**config.mk**
```make
export PLATFORM = sky130hd
export DESIGN_NAME = wb_data_ram_port
export DESIGN_NICKNAME = d
export VERILOG_FILES = /design/src/rtl/rvj1_mem_pkg.sv /design/src/rtl/wb_ram_arbiter.sv /design/src/rtl/wb_data_ram_port.sv
export SDC_FILE = /design/constraint.sdc
export NUM_CORES = 1
export LEC_CHECK = 0
export BUFFER_PORTS_ARGS = -buffer_cell sky130_fd_sc_hd__buf_2
export CORE_AREA = 2 2 102 104
export CTS_CLUSTER_SIZE = 12
export DETAILED_ROUTE_END_ITERATION = 8
export DIE_AREA = 0 0 104 106
export GPL_TIMING_DRIVEN = 0
export PLACE_DENSITY_LB_ADDON = 0.15
export SYNTH_ARGS = -nofsm -noshare
export SYNTH_HDL_FRONTEND = slang
export SYNTH_SLANG_ARGS = --single-unit
```
**constraint.sdc**
```tcl
create_clock -name clk_i -period 2.5 [get_ports clk_i]
set_input_delay 0.5 -clock clk_i [delete_from_list [all_inputs] [get_ports clk_i]]
set_output_delay 0.5 -clock clk_i [all_outputs]
set_load 0.05 [all_outputs]
```
**src/rtl/rvj1_mem_pkg.sv**
```systemverilog
// Shared definitions for the rvj1 data RAM port: default geometry, WB base
// address and the WB responder state encoding.
`timescale 1ns/1ps
package rvj1_mem_pkg;

  localparam int unsigned RAM_AW_DEFAULT       = 10;
  localparam logic [31:0] BASE_ADDR_DEFAULT    = 32'h3000_0000;
  localparam int unsigned STARVE_LIMIT_DEFAULT = 4;

  typedef enum logic [1:0] {
    IDLE    = 2'd0,
    RD_WAIT = 2'd1,
    ACK     = 2'd2
  } wb_state_e;

endpackage

```
**src/rtl/wb_ram_arbiter.sv**
```systemverilog
// Core/WB arbitration for the shared data SRAM. The core has priority until a
// pending WB request has lost STARVE_LIMIT consecutive cycles.
`timescale 1ns/1ps
module wb_ram_arbiter #(
  parameter int unsigned STARVE_LIMIT = 4
) (
  input  logic clk_i,
  input  logic rstn_i,
  input  logic arb_en_i,
  input  logic core_req_i,
  input  logic wb_req_i,
  output logic core_gnt_o,
  output logic wb_gnt_o
);

  localparam int unsigned CW = $clog2(STARVE_LIMIT + 2);

  logic [CW-1:0] starve_cnt_q;
  logic [CW-1:0] starve_cnt_d;
  logic          wb_wins;

  always_comb begin
    wb_wins      = wb_req_i && (!core_req_i || (starve_cnt_q == CW'(STARVE_LIMIT)));
    wb_gnt_o     = arb_en_i && wb_wins;
    core_gnt_o   = arb_en_i && core_req_i && !wb_wins;
    starve_cnt_d = '0;
    // Any cycle the WB request is absent or granted clears the count.
    if (arb_en_i && wb_req_i && !wb_wins) begin
      starve_cnt_d = starve_cnt_q + 1'b1;
    end
  end

  always_ff @(posedge clk_i or negedge rstn_i) begin
    if (!rstn_i) begin
      starve_cnt_q <= '0;
    end else begin
      starve_cnt_q <= starve_cnt_d;
    end
  end

endmodule

```
**src/rtl/wb_data_ram_port.sv**
```systemverilog
// Wishbone-classic responder exposing the rvj1 data SRAM to the management SoC,
// sharing the single-port macro with the core data port.
//   state   | meaning
//   IDLE    | accepting WB requests; core may be granted
//   RD_WAIT | WB read issued to SRAM, capturing read data next edge
//   ACK     | wbs_ack_o high for this one cycle
`timescale 1ns/1ps
module wb_data_ram_port
  import rvj1_mem_pkg::*;
#(
  parameter logic [31:0] BASE_ADDR    = BASE_ADDR_DEFAULT,
  parameter int unsigned RAM_AW       = RAM_AW_DEFAULT,
  parameter int unsigned STARVE_LIMIT = STARVE_LIMIT_DEFAULT
) (
  input  logic              clk_i,
  input  logic              rstn_i,
  input  logic              wbs_cyc_i,
  input  logic              wbs_stb_i,
  input  logic              wbs_we_i,
  input  logic [3:0]        wbs_sel_i,
  input  logic [31:0]       wbs_adr_i,
  input  logic [31:0]       wbs_dat_i,
  output logic              wbs_ack_o,
  output logic [31:0]       wbs_dat_o,
  input  logic              core_req_i,
  input  logic              core_we_i,
  input  logic [3:0]        core_be_i,
  input  logic [RAM_AW-1:0] core_addr_i,
  input  logic [31:0]       core_wdata_i,
  output logic              core_gnt_o,
  output logic              core_rvalid_o,
  output logic [31:0]       core_rdata_o,
  output logic              ram_en_o,
  output logic [3:0]        ram_we_o,
  output logic [RAM_AW-1:0] ram_addr_o,
  output logic [31:0]       ram_wdata_o,
  input  logic [31:0]       ram_rdata_i
);

  wb_state_e   state_q, state_d;
  logic        rdy_q;
  logic        block_q, block_d;
  logic        core_rvalid_q, core_rvalid_d;
  logic [31:0] wbs_dat_q, wbs_dat_d;

  logic [29:0] wb_word_off;
  logic        in_range;
  logic        idle;
  logic        wb_req;
  logic        wb_gnt;
  logic        core_gnt;
  logic        unused_adr_lsb;

  assign unused_adr_lsb = ^wbs_adr_i[1:0];

  assign wb_word_off = wbs_adr_i[31:2] - BASE_ADDR[31:2];
  assign in_range    = (wb_word_off[29:RAM_AW] == '0);

  // rdy_q keeps the combinational grant low while reset is held.
  assign idle   = rdy_q && (state_q == IDLE);
  assign wb_req = wbs_cyc_i && wbs_stb_i && idle && !block_q;

  wb_ram_arbiter #(
    .STARVE_LIMIT (STARVE_LIMIT)
  ) u_arb (
    .clk_i      (clk_i),
    .rstn_i     (rstn_i),
    .arb_en_i   (idle),
    .core_req_i (core_req_i),
    .wb_req_i   (wb_req && in_range),
    .core_gnt_o (core_gnt),
    .wb_gnt_o   (wb_gnt)
  );

  always_comb begin
    state_d   = state_q;
    wbs_dat_d = wbs_dat_q;
    block_d   = 1'b0;
    case (state_q)
      IDLE: begin
        if (wb_gnt) begin
          state_d = wbs_we_i ? ACK : RD_WAIT;
        end else if (wb_req && !in_range) begin
          state_d   = ACK;
          wbs_dat_d = '0;
        end
      end
      RD_WAIT: begin
        if (!wbs_cyc_i) begin
          state_d = IDLE;
        end else begin
          state_d   = ACK;
          wbs_dat_d = ram_rdata_i;
        end
      end
      ACK: begin
        state_d = IDLE;
        block_d = 1'b1;
      end
      default: state_d = IDLE;
    endcase
  end

  always_comb begin
    ram_en_o    = 1'b0;
    ram_we_o    = '0;
    ram_addr_o  = '0;
    ram_wdata_o = '0;
    if (wb_gnt) begin
      ram_en_o    = 1'b1;
      ram_we_o    = wbs_we_i ? wbs_sel_i : 4'h0;
      ram_addr_o  = wb_word_off[RAM_AW-1:0];
      ram_wdata_o = wbs_dat_i;
    end else if (core_gnt) begin
      ram_en_o    = 1'b1;
      ram_we_o    = core_we_i ? core_be_i : 4'h0;
      ram_addr_o  = core_addr_i;
      ram_wdata_o = core_wdata_i;
    end
    core_rvalid_d = core_gnt && !core_we_i;
  end

  always_ff @(posedge clk_i or negedge rstn_i) begin
    if (!rstn_i) begin
      state_q       <= IDLE;
      rdy_q         <= 1'b0;
      block_q       <= 1'b0;
      core_rvalid_q <= 1'b0;
      wbs_dat_q     <= '0;
    end else begin
      state_q       <= state_d;
      rdy_q         <= 1'b1;
      block_q       <= block_d;
      core_rvalid_q <= core_rvalid_d;
      wbs_dat_q     <= wbs_dat_d;
    end
  end

  assign wbs_ack_o     = (state_q == ACK);
  assign wbs_dat_o     = wbs_dat_q;
  assign core_gnt_o    = core_gnt;
  assign core_rvalid_o = core_rvalid_q;
  assign core_rdata_o  = ram_rdata_i;

endmodule

```
# Word-level counts from Yosys, hierarchy flattened
# Index checks and enable logic that the tools add are counted.
[totals] input_bits=153 regBits=40 wordCells=59
[classes] n_mux=21 eq_ne=7 addsub=2 reduce_logical=23
[ops] operator="two-way mux 32 bit" n=5
[ops] operator="case mux 32 bit (2 select lines)" n=1
[ops] operator="subtractor 30 x 28 -> 30 bit, second input constant" n=1
[ops] operator="logical NOT 20 bit" n=1
[ops] operator="two-way mux 10 bit" n=2
[ops] operator="two-way mux 4 bit" n=4
[ops] operator="logical AND 1 bit" n=13
[ops] operator="two-way mux 2 bit" n=4
[ops] operator="logical NOT 1 bit" n=5
[ops] operator="inequality test 2 bit, second input constant" n=2
[ops] operator="case mux 2 bit (2 select lines)" n=1
[ops] operator="AND reduction 4 bit" n=1
[ops] operator="adder 3 x 1 -> 3 bit, second input constant" n=1
[ops] operator="== test 3 bit, second input constant" n=1
[ops] operator="two-way mux 1 bit" n=3
[ops] operator="two-way mux 3 bit" n=1
[ops] operator="inequality test 3 x 1 -> 1 bit, second input constant" n=1
[ops] operator="== test 2 x 1 -> 1 bit, second input constant" n=1
[ops] operator="== test 2 bit, second input constant" n=1
[ops] operator="logical NOT 2 bit" n=1
[ops] operator="inequality test 2 x 1 -> 1 bit, second input constant" n=1
[ops] operator="nonzero test 2 bit" n=1
[ops] operator="logical OR 1 bit" n=1

# Longest topological paths before layout
[depth] depth_word=10 ltp_mapped=7 mapped_depth_nobuf=6

# Cells and area by module
# Synthesis repeated with hierarchy kept, for this count alone.
[unflattened] hier_cells=325 hier_area_um2=2961.6
[modules_own_cells] module="wb_data_ram_port" cells_each=306 n_inst=1 area_each_um2=2783.9
[modules_own_cells] module="wb_ram_arbiter" cells_each=19 n_inst=1 area_each_um2=177.7

# Least setup slack after synthesis
# OpenSTA, ideal clock, no wires.
[synth_timing] kind="input to output" start="in wbs_adr_i[13]" end="out ram_we_o[0]" arrival_ps=2400 setup_slack_ps=-400 required_ps=2000 path_stages=5 cell_sequence="or4_4 > nor2_4 > and4_1 > buf_2 > mux2i_1"
[synth_between] elab_chain_len=8 word_cells_on_any_way=9
[synth_rtl] element="start: declaration" line="wb_data_ram_port.sv:21" rtl="input logic [31:0] wbs_adr_i,"
[synth_rtl] element="subtractor 30 x 28 -> 30 bit (*)" line="wb_data_ram_port.sv:56" rtl="assign wb_word_off = wbs_adr_i[31:2] - BASE_ADDR[31:2];"
[synth_rtl] element="logical NOT 20 bit (*)" line="wb_data_ram_port.sv:57" rtl="assign in_range = (wb_word_off[29:RAM_AW] == '0);"
[synth_rtl] element="logical AND 1 bit (*)" line="wb_data_ram_port.sv:70" rtl=".wb_req_i (wb_req && in_range),"
[synth_rtl] element="logical AND 1 bit (*)" line="wb_ram_arbiter.sv:23" rtl="wb_wins = wb_req_i && (!core_req_i || (starve_cnt_q == CW'(STARVE_LIMIT)));"
[synth_rtl] element="logical NOT 1 bit" line="wb_ram_arbiter.sv:25" rtl="core_gnt_o = arb_en_i && core_req_i && !wb_wins;"
[synth_rtl] element="logical AND 1 bit" line="wb_ram_arbiter.sv:25"
[synth_rtl] element="two-way mux 4 bit" line="wb_data_ram_port.sv:114" rtl="end else if (core_gnt) begin"
[synth_rtl] element="two-way mux 4 bit (*)" line="wb_data_ram_port.sv:109" rtl="if (wb_gnt) begin"
[synth_rtl] element="end: declaration" line="wb_data_ram_port.sv:34" rtl="output logic [3:0] ram_we_o,"
# Mark *: on every way between the ends. The rest lies on a longest branch, timed or not.

# Final worst setup path
[layout_timing] start="in wbs_adr_i[13]" end="out ram_wdata_o[21]"
[layout_between] elab_chain_len=8 word_cells_on_any_way=9
[layout_rtl] element="subtractor 30 x 28 -> 30 bit (*)" line="wb_data_ram_port.sv:56"
[layout_rtl] element="logical NOT 20 bit (*)" line="wb_data_ram_port.sv:57"
[layout_rtl] element="logical AND 1 bit (*)" line="wb_data_ram_port.sv:70"
[layout_rtl] element="logical AND 1 bit (*)" line="wb_ram_arbiter.sv:23"
[layout_rtl] element="logical NOT 1 bit" line="wb_ram_arbiter.sv:25"
[layout_rtl] element="logical AND 1 bit" line="wb_ram_arbiter.sv:25"
[layout_rtl] element="two-way mux 32 bit" line="wb_data_ram_port.sv:114"
[layout_rtl] element="two-way mux 32 bit (*)" line="wb_data_ram_port.sv:109"
[layout_rtl] element="end: declaration" line="wb_data_ram_port.sv:36" rtl="output logic [31:0] ram_wdata_o,"
# Marks and branches as above.

==> reports/qor.csv <==
stage;metric;value;unit
detailed_routing;initial DRC count;90;
floorplanning;num rows;37;
sta;clk_skew;0.004886;ns
detailed_routing;routed length per instance;12.57;um
grt;vias in the first global route;3371;
critical_path;crit path launch type;input pin;
final_layout;area of the multi-input gates;1878;um2
sta;final setup fails;47;
clock_tree;H-Tree Depth;2;
yosys;mapped cell area;2838;um2
yosys;post-synthesis adder-cell area fraction;0.8818;%
status;failing checks;negative setup slack;
critical_path;CP Max Fanout;10;
clock_tree;CTS tree;yes;
clock_tree;clock tree buffer depth;2;
detailed_routing;# DRC;0;
critical_path;Worst path depth;8;
critical_path;CP bufs+invs;4;
floorplanning;# IOs;267;
grt;antenna violations before repair;0;
yosys;number of synthesized flops with an enable pin;0;
yosys;top-area cell type share of the netlist area;35.27;%
yosys;proportion of synthesized area in mux cells;16.23;%
clock_tree;Clock Sinks;40;
place;PortBufs;264;
final_layout;synthesis-to-finish area growth;93.92;%
critical_path;CP max-delay cell;or4_4;
final_layout;final-layout fill cell count;1005;
critical_path;CP Class;input pin to output port;
sta;Hold WS;0.3343;ns
yosys;ys flop type;dfrtp_1;
critical_path;most used cell, CP;buf_6;
sta;Final period util;104.7;%
yosys;warnings from Yosys;0;
critical_path;worst-path cell chain;buf_6 -> or4_4 -> nor2_4 -> nand4_1 -> buf_6 -> buf_12 -> mux2i_4 -> buf_6;
sta;RSZ-0062 raised after global routing;yes;
job;number of max-cap violations;0;
yosys;Synthesized Nets;524;
floorplanning;Die Height;106;um
grt;Overflow after GRT;0;
detailed_routing;TritonRoute pass-1 iters;4;
place;Placed Cells;769;
place;pre-CTS setup slack;-0.3180;ns
yosys;post-synth cell types;30;
yosys;XOR/XNOR Fraction of Synth Area;0;%
clock_tree;Skew-Pair Late Insertion Delay;0.29;ns
critical_path;CP top delay family;simple AND/OR/NAND/NOR gates;
power_and_ir_drop;static leakage;2.929;nW
sta;Slew @ Worst Pin;0.9064;ns
yosys;asr flop ratio synth;100.0;%
floorplanning;Core Area;10000;um2
sta;Max-Slew Margin vs Limit;39.57;%
final_layout;Post-Layout Cell Count;787;
detailed_routing;vias per cell;4.333;
status;status;finished, violations left;
sta;accumulated negative setup slack;-4.400;ns
critical_path;Register-to-Register Path Depth;5;
yosys;most frequent cells after synthesis;114 x nand2_1, 46 x mux2i_1, 45 x inv_1;
floorplanning;Die Area;11020;um2
critical_path;crit-path max cell delay;0.54;ns
critical_path;WP data arrival;2.12;ns
grt;gr usage total;17.45;%
final_layout;fraction of layout cells with a size suffix above 1;58.83;%
sta;post-route setup slack;-0.1170;ns
yosys;synthesized flop and latch total;40;
yosys;Gate Count Post-Synth;369;
sta;post-layout minimum cycle time;2.617;ns
critical_path;Worst Path Required;2.00;ns
yosys;count leader, synth;nand2_1;
yosys;Post-Synth Simple-Gate Area;22.05;%
grt;first-pass GRT wire length;15.88;mm
clock_tree;Clock transition at path regs;0.07;ns
detailed_routing;Post-Route WL;9.892;mm
detailed_routing;Via Count;3410;
floorplanning;die width;104;um
grt;largest net degree at the start of global routing;41;
final_layout;Reg area;1001;um2
yosys;area leader, netlist;dfrtp_1;
clock_tree;Inserted Clock Buffers;5;
sta;Hold Vio Cnt, Final;0;
yosys;Syn Area/Cell;7.690;um2
detailed_routing;Final ANT Viol Nets;0;
final_layout;Nets;805;
final_layout;antenna diode count;0;
critical_path;CP Capture Type;output port;
clock_tree;clock root buffer;clkbuf_8;
power_and_ir_drop;total power;1.871;mW
yosys;sequential cell area fraction in the yosys report;35.27;%
yosys;largest family of logic cells by synthesized area;simple AND/OR/NAND/NOR gates;
sta;Slew Limit Fails;0;
hold_path;HP Class;input pin to asynchronous set/reset pin;
power_and_ir_drop;worst vdd ir;0.0002379;V
floorplanning;Initial Util;28.38;%
power_and_ir_drop;P per Cell Area;340.1;nW/um2
yosys;synth top area cells;dfrtp_1 35%, mux2i_1 16%, nand2_1 15%;
place;routability cong.;0.7533;
place;HPWL after detailed placement;8.039;mm
sta;fmax;0.3821;GHz
yosys;post-synthesis compound-gate area fraction;6.834;%
## cell type report
cell class | count | area share (%)
multi-input cells | 230 | 34.13
repair buffers | 275 | 31.72
flip-flops and latches | 40 | 18.19
plain buffers | 53 | 7.503
well taps | 136 | 3.092
inverters | 45 | 3.070
clock buffers | 7 | 1.751
clock inverters | 1 | 0.5457
## layout by cell type (no fill, tap or decap), drive strengths merged, types with 3 or more instances in the layout
cell type	count
nor2	5
mux2i	46
nand2	114
a21oi	34
buf	314
dfrtp	40
nor3	3
clkbuf	21
nand3	5
inv	45
## kinds of logic (layout without fill, tap and decap cells)
| logic type | Yosys count | in the layout |
|---|---|---|
| simple gates | 144 | 144 |
| buf+inv | 99 | 381 |
| mux | 46 | 46 |
| flops | 40 | 40 |
| compound gates | 37 | 37 |
| fa+ha+maj | 2 | 2 |
| other cells | 1 | 1 |
## power breakdown
group	switching, mW	leakage, nW	internal (mW)
clock	0.220	0.0645	0.352
combinational	0.388	2.31	0.260
sequential	0.00150	0.556	0.649
## per-stage QoR
stage          instance area (um2)  utilization, %
2_1_floorplan                 3406               -
3_3_place_gp                  4897           48.97
3_5_place_dp                  4897           48.97
4_1_cts                       5430           54.30
5_1_grt                       5503           55.03
6_report                      5503           55.03
## sequential cells by signal (all words and copies together), names as in the netlist
signal / flops
block_q: 1
wbs_dat_o: 32
rdy_q: 1
state_q: 2
u_arb.starve_cnt_q: 3
core_rvalid_o: 1
## final timing paths
| check | from | to | slack (ns) |
|---|---|---|---|
| setup reg to reg | state_q[0]$_DFFE_PN0P_ | wbs_dat_o[27]$_DFFE_PN0P_ | 0.65 |
| max in group asynchronous | rstn_i | u_arb.starve_cnt_q[2]$_DFF_PN0_ | 1.60 |
| setup / recovery | wbs_adr_i[13] | ram_wdata_o[21] | -0.12 |
| hold reg to reg | u_arb.starve_cnt_q[0]$_DFF_PN0_ | u_arb.starve_cnt_q[0]$_DFF_PN0_ | 0.47 |
| min in group clk_i | core_we_i | core_rvalid_o$_DFF_PN0_ | 0.44 |
| hold / removal | rstn_i | wbs_dat_o[19]$_DFFE_PN0P_ | 0.33 |
## layer usage
metal  GRT usage (%)  routed length (um)  vias to the layer above  share of wire (%)
li1                -                   -                     1697                  -
met1           19.91                3688                     1555                 37
met2           32.80                5406                      146                 55
met3           4.476                 691                       12                7.0
met4           3.668                 106                        0                1.1
met5               0                   0                        -                  0
## repair_timing
action / in CTS / in global routing
setup buffers: 5 / 5
pin swaps: 3 / 3
hold buffers: 0 / 0
cloned: 1 / 0
setup endpoints to repair: 48 / 48
resized for setup: 110 / 14
Note: power is estimated with default switching activity, not from simulation.
